**config.mk**
```make
export PLATFORM = sky130hd
export DESIGN_NAME = irq_pending_arbiter
export DESIGN_NICKNAME = d
export VERILOG_FILES = /design/src/rtl/irq_pending_arbiter.sv
export SDC_FILE = /design/constraint.sdc
export NUM_CORES = 1
export LEC_CHECK = 0
export ABC_AREA = 1
export CAP_MARGIN = 20
export CORE_MARGIN = 4
export CORE_UTILIZATION = 45
export CTS_BUF_LIST = sky130_fd_sc_hd__clkbuf_16
export CTS_CLUSTER_DIAMETER = 50
export DETAILED_ROUTE_END_ITERATION = 12
export PLACE_DENSITY = 0.78
export SYNTH_ARGS = -nofsm -noshare
export SYNTH_HDL_FRONTEND = slang
export SYNTH_SLANG_ARGS = --single-unit
export TNS_END_PERCENT = 30
```
**constraint.sdc**
```tcl
create_clock -name clk -period 1.7 [get_ports clk]
set_clock_uncertainty 0.05 [all_clocks]
set_input_delay 0.17 -clock clk [delete_from_list [all_inputs] [get_ports clk]]
set_output_delay 0.17 -clock clk [all_outputs]
set_load 0.02 [all_outputs]
```
**src/rtl/irq_pending_arbiter.sv**
```systemverilog
// irq_pending_arbiter: edge-captured pending interrupts, masked highest-index selection, valid/ready delivery
module irq_pending_arbiter (
    input  logic       clk,
    input  logic       rst,
    input  logic [7:0] irq_in,
    input  logic [7:0] irq_mask,
    input  logic       out_ready,
    input  logic       lost_clr,
    output logic [2:0] out_idx,
    output logic       out_valid,
    output logic [7:0] pending,
    output logic [7:0] lost_flag
);
    typedef enum logic {IDLE = 1'b0, PRESENT = 1'b1} state_t;
    state_t     state_q, state_d;
    logic [7:0] irq_prev_q, irq_prev_d, pending_q, pending_d, lost_q, lost_d;
    logic [7:0] irq_edge, cand, load_vec;
    logic [2:0] out_idx_q, out_idx_d, sel;
    logic       load;
    always_ff @(posedge clk or posedge rst) begin
        if (rst) begin
            state_q    <= IDLE;
            irq_prev_q <= '0;
            pending_q  <= '0;
            lost_q     <= '0;
            out_idx_q  <= '0;
        end else begin
            state_q    <= state_d;
            irq_prev_q <= irq_prev_d;
            pending_q  <= pending_d;
            lost_q     <= lost_d;
            out_idx_q  <= out_idx_d;
        end
    end
    // highest set bit wins because later iterations overwrite
    always_comb begin
        sel = 3'd0;
        for (int i = 0; i < 8; i++)
            if (cand[i]) sel = 3'(i);
    end
    always_comb begin
        irq_edge   = irq_in & ~irq_prev_q;
        cand       = pending_q & ~irq_mask;
        load       = |cand && (state_q == IDLE || out_ready);
        load_vec   = load ? 8'd1 << sel : 8'd0;
        irq_prev_d = irq_in;
        pending_d  = irq_edge | (pending_q & ~load_vec);
        lost_d     = (lost_clr ? 8'd0 : lost_q) | (irq_edge & pending_q & ~load_vec);
        out_idx_d  = load ? sel : out_idx_q;
    end
    always_comb begin
        state_d = load ? PRESENT : (state_q == PRESENT && !out_ready) ? PRESENT : IDLE;
    end
    always_comb begin
        out_valid = state_q == PRESENT;
        out_idx   = out_idx_q;
        pending   = pending_q;
        lost_flag = lost_q;
    end
endmodule
```
==> results.ini, run 1 <==
[cts]
cts.repair.resized = 0
max-clock-path-buffers = 2
path_clk_slew_ps = 70
post-cts-setup-buffers = 0
clock-sinks = 28
cts_htree_levels = 1
clkLatencyLatePin_ps = 260
cts-buffers-inserted = 3
cts-root-buf = clkbuf_16
cts_hold_buffers = 0
cts_tree = done

[timing]
slew_violations = 0
clock.fmax_mhz = 657
rsz0062_at_grt = no
hold_violations = 0
slew_headroom_pct = 76.8
min_period_over_period_pct = 89.5
finalSetupViolations = 0
fin_crit_ps = 1520
setup_tns_ps = 0
worst_slew_pin_slew_ps = 348

[synth]
netlist_top_cells_count = nand2_1, inv_1, dfrtp_1
yosys.cell_count.top_type = nand2_1
synth_area_leaders = dfrtp_1, nand2_1, inv_1
yosysTopAreaCell = dfrtp_1
ys_seq_elements = 28
ys_types = 16
seq_area_frac_synth_pct = 55.8
synth_area_mm2 = 0.00125
avgSynthCellArea_um2 = 8.04
synth_cells = 156
synth_ff_type = dfrtp_1
synth_edf_count = 0
ys.warnings.count = 0
synth-async-reset-ratio_pct = 100
synth_top_area_share_pct = 55.8
synth_nets = 176

[die]
coreArea_mm2 = 0.00257
start_util_pct = 48.9
io_pins = 40
dieArea_mm2 = 0.00370
die_w_um = 60.8
row_count = 18
die_h_um = 60.8

[drt]
wl_per_cell_um = 12.4
dr.pass1.iters = 4
initialDrtViolationCount = 21
vias = 1075
wl_um = 2850
drc = 0
ant_nets = 0
detail_route.vias_per_cell = 4.67

[placement]
place.gp.congestion = 0.746
hpwl_um = 2110
placed_cells = 226
port_buffers = 39

[grt]
grt_pass1_vias = 1106
grt_max_degree = 29
grt_pass1_wl_um = 4700
track_usage_pct = 17.1
antenna_found_initial = 0
overflow = 0

[run]
drv_cap = 0

[worst_hold_path]
hp-class = in2async

[power]
netSwitchingPower_uw = 585
internal_power_uw = 1310
irDropWorstVdd_mv = 0.628
p_clk_share_pct = 28.2
pwr-share-seq_pct = 42.9
p_per_area_mw_per_mm2 = 1070
comb_power_share_pct = 28.9
switching_share_pct = 30.9
leakage_uw = 0.000974

[setup_path]
setup.worst_path.end_class = output port
cp_max_fo = 4
slowest_stage = clkdlybuf4s50_1
criticalPathCategory = reg2out
startpoint_type = register
critical-path-top-delay-family = buffers and inverters
required_ps = 1480
crit_chain = clkdlybuf4s50_1
path_buf_inv = 1
max_stage_delay_ps = 630
critPathArrivalTime_ps = 1300

[finish]
nNetsFinal = 221
area_delta_synth_final_pct = 41.0
finalNonFillerCells = 230
drive_gt1_share_pct = 7.50
n_antenna_cell = 0

[outcome]
status = finished clean

==> kinds of logic (layout without fill, tap and decap cells) <==
group,count (synthesis),in the layout,synth area share [%]
AOI/OAI and AO/OA,6,6,3.39
buffers and inverters,32,76,9.57
DFF,28,28,55.8
and+or+nand+nor,90,90,31.2
==> worst register-to-register path, stage by stage (launching register included) <==
cell      delay (ps)
dfrtp_1          420
nand2_1          100
nand2_1          130
nor2_4           160
nand3_1           90
clkinv_1          90
nand4_1          130
nand2_1           80
nand2_1           60
==> through the flow <==
step	worst slack [ps]	total power [uW]	util [%]	cell area, um^2	hold slack, ps
6_report	178	1890	68.9	1770	213
3_3_place_gp	46.4	1360	65.8	1690	417
4_1_cts	168	1920	68.9	1770	230
3_5_place_dp	40.8	1370	65.8	1690	422
2_1_floorplan	340	1120	-	1250	151
5_1_grt	127	2000	68.9	1770	265
==> area by class of cell <==
cell class	count	area (um^2)
repair buffers	40	398
well taps	30	37.5
inverters	32	120
fillers	219	798
multi-input cells	96	434
flip-flops and latches	28	701
clock inverters	1	3.75
clock buffers	3	75.1
==> per-layer routing <==
metal / part of all wire [%] / wire (um) / global-route usage, % / vias up
li1: - / - / - / 551
met1: 43 / 1230 / 21.3 / 495
met2: 51 / 1460 / 29.6 / 24
met3: 3.9 / 112 / 2.98 / 5
met4: 1.4 / 40 / 6.19 / 0
met5: 0 / 0 / 0 / -
==> cells in the final DEF (no fill, tap or decap), types with 3 or more instances in the layout <==
master and count:
clkbuf_16 3, nand2_1 61, clkdlybuf4s50_1 39, dfrtp_1 28, nor2_1 13, nand4_1 5, nand2_2 3, nand3_1 4
inv_1 29
==> worst paths after layout <==
kind | from | end | slack, ps | cells past startpoint
worst min register to register | lost_flag[2] | lost_flag[2] | 440 | 2
worst min-delay path | rst | irq_prev_q[6] | 210 | 3
worst max register to register | pending[4] | pending[2] | 270 | 8
min in group clk | irq_in[7] | irq_prev_q[7] | 320 | 1
worst max-delay path | pending[1] | pending[1] | 180 | 1
max in group asynchronous | rst | pending[6] | 1130 | 3
==> power by group through the flow <==
stage	combinational (uW)	clock, uW	sequential, uW
2_1_floorplan	207	0	909
4_1_cts	554	552	813
3_5_place_dp	546	0	823
3_3_place_gp	535	0	820
5_1_grt	599	575	824
6_report	548	534	813
==> state kept, by name, summed over array words and instances, names as in the netlist <==
signal      cells
irq_prev_q      8
lost_flag       8
out_valid       1
out_idx         3
pending         8
Power figures use the tool's default switching activity.
==> inputs of run 2 (changes only) <==
--- a/config.mk
+++ b/config.mk
@@ -6,7 +6,7 @@
 export NUM_CORES = 1
 export LEC_CHECK = 0
 export ABC_AREA = 1
-export CAP_MARGIN = 20
+export CORE_ASPECT_RATIO = 1.1
 export CORE_MARGIN = 4
 export CORE_UTILIZATION = 45
 export CTS_BUF_LIST = sky130_fd_sc_hd__clkbuf_16
@@ -16,4 +16,4 @@
 export SYNTH_ARGS = -nofsm -noshare
 export SYNTH_HDL_FRONTEND = slang
 export SYNTH_SLANG_ARGS = --single-unit
-export TNS_END_PERCENT = 30
+export TNS_END_PERCENT = 5
==> results.ini, run 2 (synthesized netlist as in run 1, its figures left out) <==
[timing]
worst_slew_pin_slew_ps = 356  ; +7.31 ps
slew_headroom_pct = 76.3  ; -0.49 points
fin_hold_ws_ps = 230  ; +16.6 ps
fin_crit_ps = 1530  ; +11.0 ps
hold_violations = 0  ; unchanged
setup_tns_ps = 0  ; unchanged
min_period_over_period_pct = 90.2  ; +0.65 points
slew_violations = 0  ; unchanged
clock.fmax_mhz = 652  ; -0.72%
rsz0062_at_grt = no
finalSetupViolations = 0  ; unchanged

[grt]
overflow = 0  ; unchanged
grt_pass1_vias = 1246  ; +13%
grt_pass1_wl_um = 5060  ; +7.8%
antenna_found_initial = 0  ; unchanged
track_usage_pct = 17.4  ; +0.30 points
grt_max_degree = 29  ; unchanged

[drt]
wl_per_cell_um = 12.4  ; +0.51%
initialDrtViolationCount = 21  ; unchanged
ant_nets = 0  ; unchanged
drc = 0  ; unchanged
dr.pass1.iters = 4  ; unchanged
wl_um = 2870  ; +0.95%
vias = 1103  ; +2.6%
detail_route.vias_per_cell = 4.77  ; +2.2%

[finish]
area_delta_synth_final_pct = 41.1  ; about the same
finalNonFillerCells = 231  ; +0.43%
nNetsFinal = 221  ; unchanged
final_cell_mix = nand2_1, clkdlybuf4s50_1, inv_1, dfrtp_1, nor2_1
final_common_cell = nand2_1
fillCellCount = 222  ; +1.4%
stdcell_area_mm2 = 0.00177  ; about the same
n_antenna_cell = 0  ; unchanged
drive_gt1_share_pct = 7.50  ; unchanged

[die]
coreArea_mm2 = 0.00259  ; +0.93%
die_w_um = 58.4  ; -4.0%
row_count = 19  ; +1
start_util_pct = 48.4  ; -0.45 points
io_pins = 40  ; unchanged
dieArea_mm2 = 0.00370  ; about the same
die_h_um = 63.4  ; +4.2%

[outcome]
status = finished clean

[power]
irDropWorstVdd_mv = 0.733  ; +17%
finalPower_uw = 1900  ; about the same
p_per_area_mw_per_mm2 = 1070  ; about the same
leakage_uw = 0.000974  ; unchanged

[setup_path]
required_ps = 1480  ; about the same
path_buf_inv = 1  ; unchanged
critPathArrivalTime_ps = 1310  ; about the same
startpoint_type = register
setup.worst_path.end_class = output port
crit_chain = clkdlybuf4s50_1
slowest_stage = clkdlybuf4s50_1
max_stage_delay_ps = 630  ; about the same
criticalPathCategory = reg2out
cp_max_fo = 3  ; -1
critical-path-top-delay-family = buffers and inverters

[cts]
cts-buffers-inserted = 3  ; unchanged
cts-root-buf = clkbuf_16
post-cts-setup-buffers = 0  ; unchanged
path_clk_slew_ps = 70  ; about the same
cts.repair.resized = 0  ; unchanged
cts_htree_levels = 1  ; unchanged
clock-sinks = 28  ; unchanged
max-clock-path-buffers = 2  ; unchanged
cts_hold_buffers = 0  ; unchanged
clkLatencyLatePin_ps = 260  ; about the same
cts_tree = done

[placement]
hpwl_um = 2220  ; +5.0%
placed_cells = 227  ; +0.44%
port_buffers = 39  ; unchanged
place.gp.congestion = 0.788  ; +5.8%
dpl_cell_area_mm2 = 0.00169  ; about the same

[run]
drv_cap = 0  ; unchanged

[worst_hold_path]
hp-class = in2async

==> run 2: cell counts in the layout (fill, tap and decap cells not counted) <==
Identical to the previous run, type by type.
==> run 2: worst reg2reg max path, delay by kind of cell, from the launching register on <==
kind | cells | cell delay (ps)
simple gates | 10 | 830
flops | 1 | 400
buf+inv | 1 | 50
==> run 2: through the flow <==
stage                     util, %  setup slack [ps]
after floorplan                 -               340
after global placement       65.3              74.7
after detailed placement     65.3              20.9
after CTS                    68.3               163
after global routing         68.3               116
final                        68.3               167
==> run 2: worst paths after layout <==
path	from	endpoint	slack, ps	cells past startpoint
setup / recovery	pending[7]	pending[7]	170	1
max in group asynchronous	rst	out_idx[1]	1100	3
hold reg to reg	lost_flag[4]	lost_flag[4]	440	2
min in group clk	irq_in[4]	irq_prev_q[4]	320	1
setup reg to reg	pending[1]	lost_flag[5]	260	11
hold / removal	rst	irq_prev_q[3]	230	3
==> run 2: power breakdown <==
part / switching, uW / leakage (uW) / internal, uW / total (uW)
registers: 61.4 / 0.000315 / 750 / 812
clock network: 214 / 0.0000385 / 315 / 530
logic: 311 / 0.000621 / 244 / 555
==> run 2: per-layer routing <==
metal / vias up / routed length [um] / track usage [%]
li1: 552 / - / -
met1: 510 / 1200 / 20.8
met2: 33 / 1480 / 29.2
met3: 8 / 132 / 3.27
met4: 0 / 57 / 8.41
met5: - / 0 / 0
==> run 2: layout make-up <==
cell class	instances	area, um^2	area share [%]
clock buffers	3	75.1	4.24
inverters	32	120	6.78
clock inverters	1	3.75	0.212
flip-flops and latches	28	701	39.6
repair buffers	40	398	22.5
well taps	31	38.8	2.19
multi-input cells	96	434	24.5
==> inputs of run 3 (changes only) <==
--- a/config.mk
+++ b/config.mk
@@ -9,10 +9,10 @@
 export CORE_ASPECT_RATIO = 1.1
 export CORE_MARGIN = 4
 export CORE_UTILIZATION = 45
-export CTS_BUF_LIST = sky130_fd_sc_hd__clkbuf_16
 export CTS_CLUSTER_DIAMETER = 50
 export DETAILED_ROUTE_END_ITERATION = 12
 export PLACE_DENSITY = 0.78
+export SLEW_MARGIN = 10
 export SYNTH_ARGS = -nofsm -noshare
 export SYNTH_HDL_FRONTEND = slang
 export SYNTH_SLANG_ARGS = --single-unit
==> constraint.sdc (replaced) <==
create_clock -name clk -period 1.6 [get_ports clk]
set_clock_uncertainty 0.05 [all_clocks]
set_input_delay 0.16 -clock clk [delete_from_list [all_inputs] [get_ports clk]]
set_output_delay 0.16 -clock clk [all_outputs]
set_load 0.02 [all_outputs]
==> results.ini, run 3 (synthesized netlist as in run 1, its figures left out) <==
[die]
io_pins = 40  ; unchanged
die_w_um = 58.4  ; unchanged
die_h_um = 63.4  ; unchanged
coreArea_mm2 = 0.00259  ; unchanged
row_count = 19  ; unchanged
start_util_pct = 48.4  ; unchanged
dieArea_mm2 = 0.00370  ; unchanged

[timing]
fin_crit_ps = 1520
min_period_over_period_pct = 95.2
slew_violations = 0  ; unchanged
finalSetupViolations = 0  ; unchanged
hold_violations = 0  ; unchanged
slew_headroom_pct = 77.1  ; +0.85 points
clock.fmax_mhz = 657
worst_slew_pin_slew_ps = 343  ; -12.7 ps
rsz0062_at_grt = no
fin_hold_ws_ps = 153  ; -76.4 ps

[drt]
vias = 1102  ; -0.091%
dr.pass1.iters = 4  ; unchanged
drc = 0  ; unchanged
detail_route.vias_per_cell = 4.75  ; -0.52%
wl_um = 2680  ; -6.6%
ant_nets = 0  ; unchanged
wl_per_cell_um = 11.6  ; -7.0%
initialDrtViolationCount = 31  ; +48%

[grt]
grt_max_degree = 29  ; unchanged
grtUsageMet3_pct = 3.27  ; unchanged
track_usage_pct = 16.4  ; -0.96 points
grt_pass1_wl_um = 4750  ; -6.3%
grt_busiest_layer = met2
grt_pass1_vias = 1139  ; -8.6%
grt_use_met1_pct = 18.9  ; -1.9 points
overflow = 0  ; unchanged
antenna_found_initial = 0  ; unchanged
globalRouteMet2Util_pct = 29.7  ; +0.56 points

[setup_path]
startpoint_type = register
criticalPathCategory = reg2out
required_ps = 1390  ; -90 ps
crit_chain = clkdlybuf4s50_1
setup.worst_path.end_class = output port
critPathArrivalTime_ps = 1310  ; about the same
critical-path-top-delay-family = buffers and inverters
max_stage_delay_ps = 620  ; about the same
path_buf_inv = 1  ; unchanged
cp_max_fo = 2  ; -1
slowest_stage = clkdlybuf4s50_1

[cts]
cts_hold_buffers = 0  ; unchanged
post-cts-setup-buffers = 0  ; unchanged
path_clk_slew_ps = 130  ; +60 ps
cts_htree_levels = 1  ; unchanged
cts-buffers-inserted = 3  ; unchanged
clock-sinks = 28  ; unchanged
cts_tree = done
cts-root-buf = clkbuf_4
clkLatencyLatePin_ps = 310  ; +50 ps
max-clock-path-buffers = 2  ; unchanged

[finish]
area_delta_synth_final_pct = 39.3
final_common_cell = nand2_1
drive_gt1_share_pct = 8.46  ; +0.96 points
final_cell_mix = nand2_1, clkdlybuf4s50_1, inv_1, dfrtp_1, nor2_1
nNetsFinal = 223  ; +0.90%
multi_input_area_um2 = 434  ; unchanged
fillCellCount = 236  ; +6.3%
final-seq-area_um2 = 701  ; unchanged
n_antenna_cell = 0  ; unchanged
final_util_pct = 67.5  ; -0.87 points

[power]
p_per_area_mw_per_mm2 = 980  ; -8.5%
leakage_uw = 0.000987  ; +1.3%
irDropWorstVdd_mv = 0.788  ; +7.6%

[placement]
place.gp.congestion = 0.836  ; +6.1%
port_buffers = 39  ; unchanged
hpwl_um = 2190  ; -1.3%

[outcome]
status = finished clean

[run]
drv_cap = 0  ; unchanged

[worst_hold_path]
hp-class = in2async

run 3: changes by cell type in the layout (fill, tap and decap cells not counted), sizes merged:
| cell | before | now |
|---|---|---|
| buf | 1 | 3 |
| clkinv | 2 | 1 |
| clkdlybuf4s50 | 39 | 30 |
| dlygate4sd2 | 0 | 1 |
| dlymetal6s2s | 0 | 8 |
run 3: timing repair:
action,in CTS,in global routing
setup endpoints to repair,1,8
gates resized for setup,1,8
endpoints found under the hold margin,0,0
run 3: routing by layer:
metal,vias to the layer above,share of wire (%)
met5,-,0
met4,0,1.0
met2,36,52
met1,510,40
li1,552,-
met3,4,6.7
run 3: stage by stage:
stage                     instances  setup TNS, ps  setup WS (ps)  power (uW)  area (um^2)
final                           232              0           77.4        1710         1750
after global routing            232              0           13.4        1830         1750
after CTS                       232              0           12.3        1740         1730
after detailed placement        229          -91.3          -40.4        1470         1710
after global placement          229          -4.70          -4.70        1450         1710
after floorplan                 156              0            240        1190         1250
run 3: cell type report:
type,count,area share [%]
sequential,28,40.1
multi-input combinational,96,24.8
timing repair buffer,42,24.7
inverter,32,6.87
tap,31,2.22
clock buffer,3,1.29
run 3: final timing paths:
check | startpoint | endpoint | slack [ps] | cells past startpoint
max reg2reg | pending[4] | lost_flag[2] | 160 | 8
max in group asynchronous | rst | lost_flag[4] | 1090 | 3
max | lost_flag[7] | lost_flag[7] | 80 | 1
min in group clk | irq_in[0] | irq_prev_q[0] | 250 | 1
min | rst | lost_flag[6] | 150 | 3
min reg2reg | lost_flag[5] | lost_flag[5] | 450 | 2
run 3: where the power goes:
| part | internal (uW) | switching (uW) | leakage (uW) |
|---|---|---|---|
| logic | 258 | 322 | 0.000658 |
| clock network | 88.2 | 183 | 0.0000138 |
| registers | 796 | 65.6 | 0.000315 |
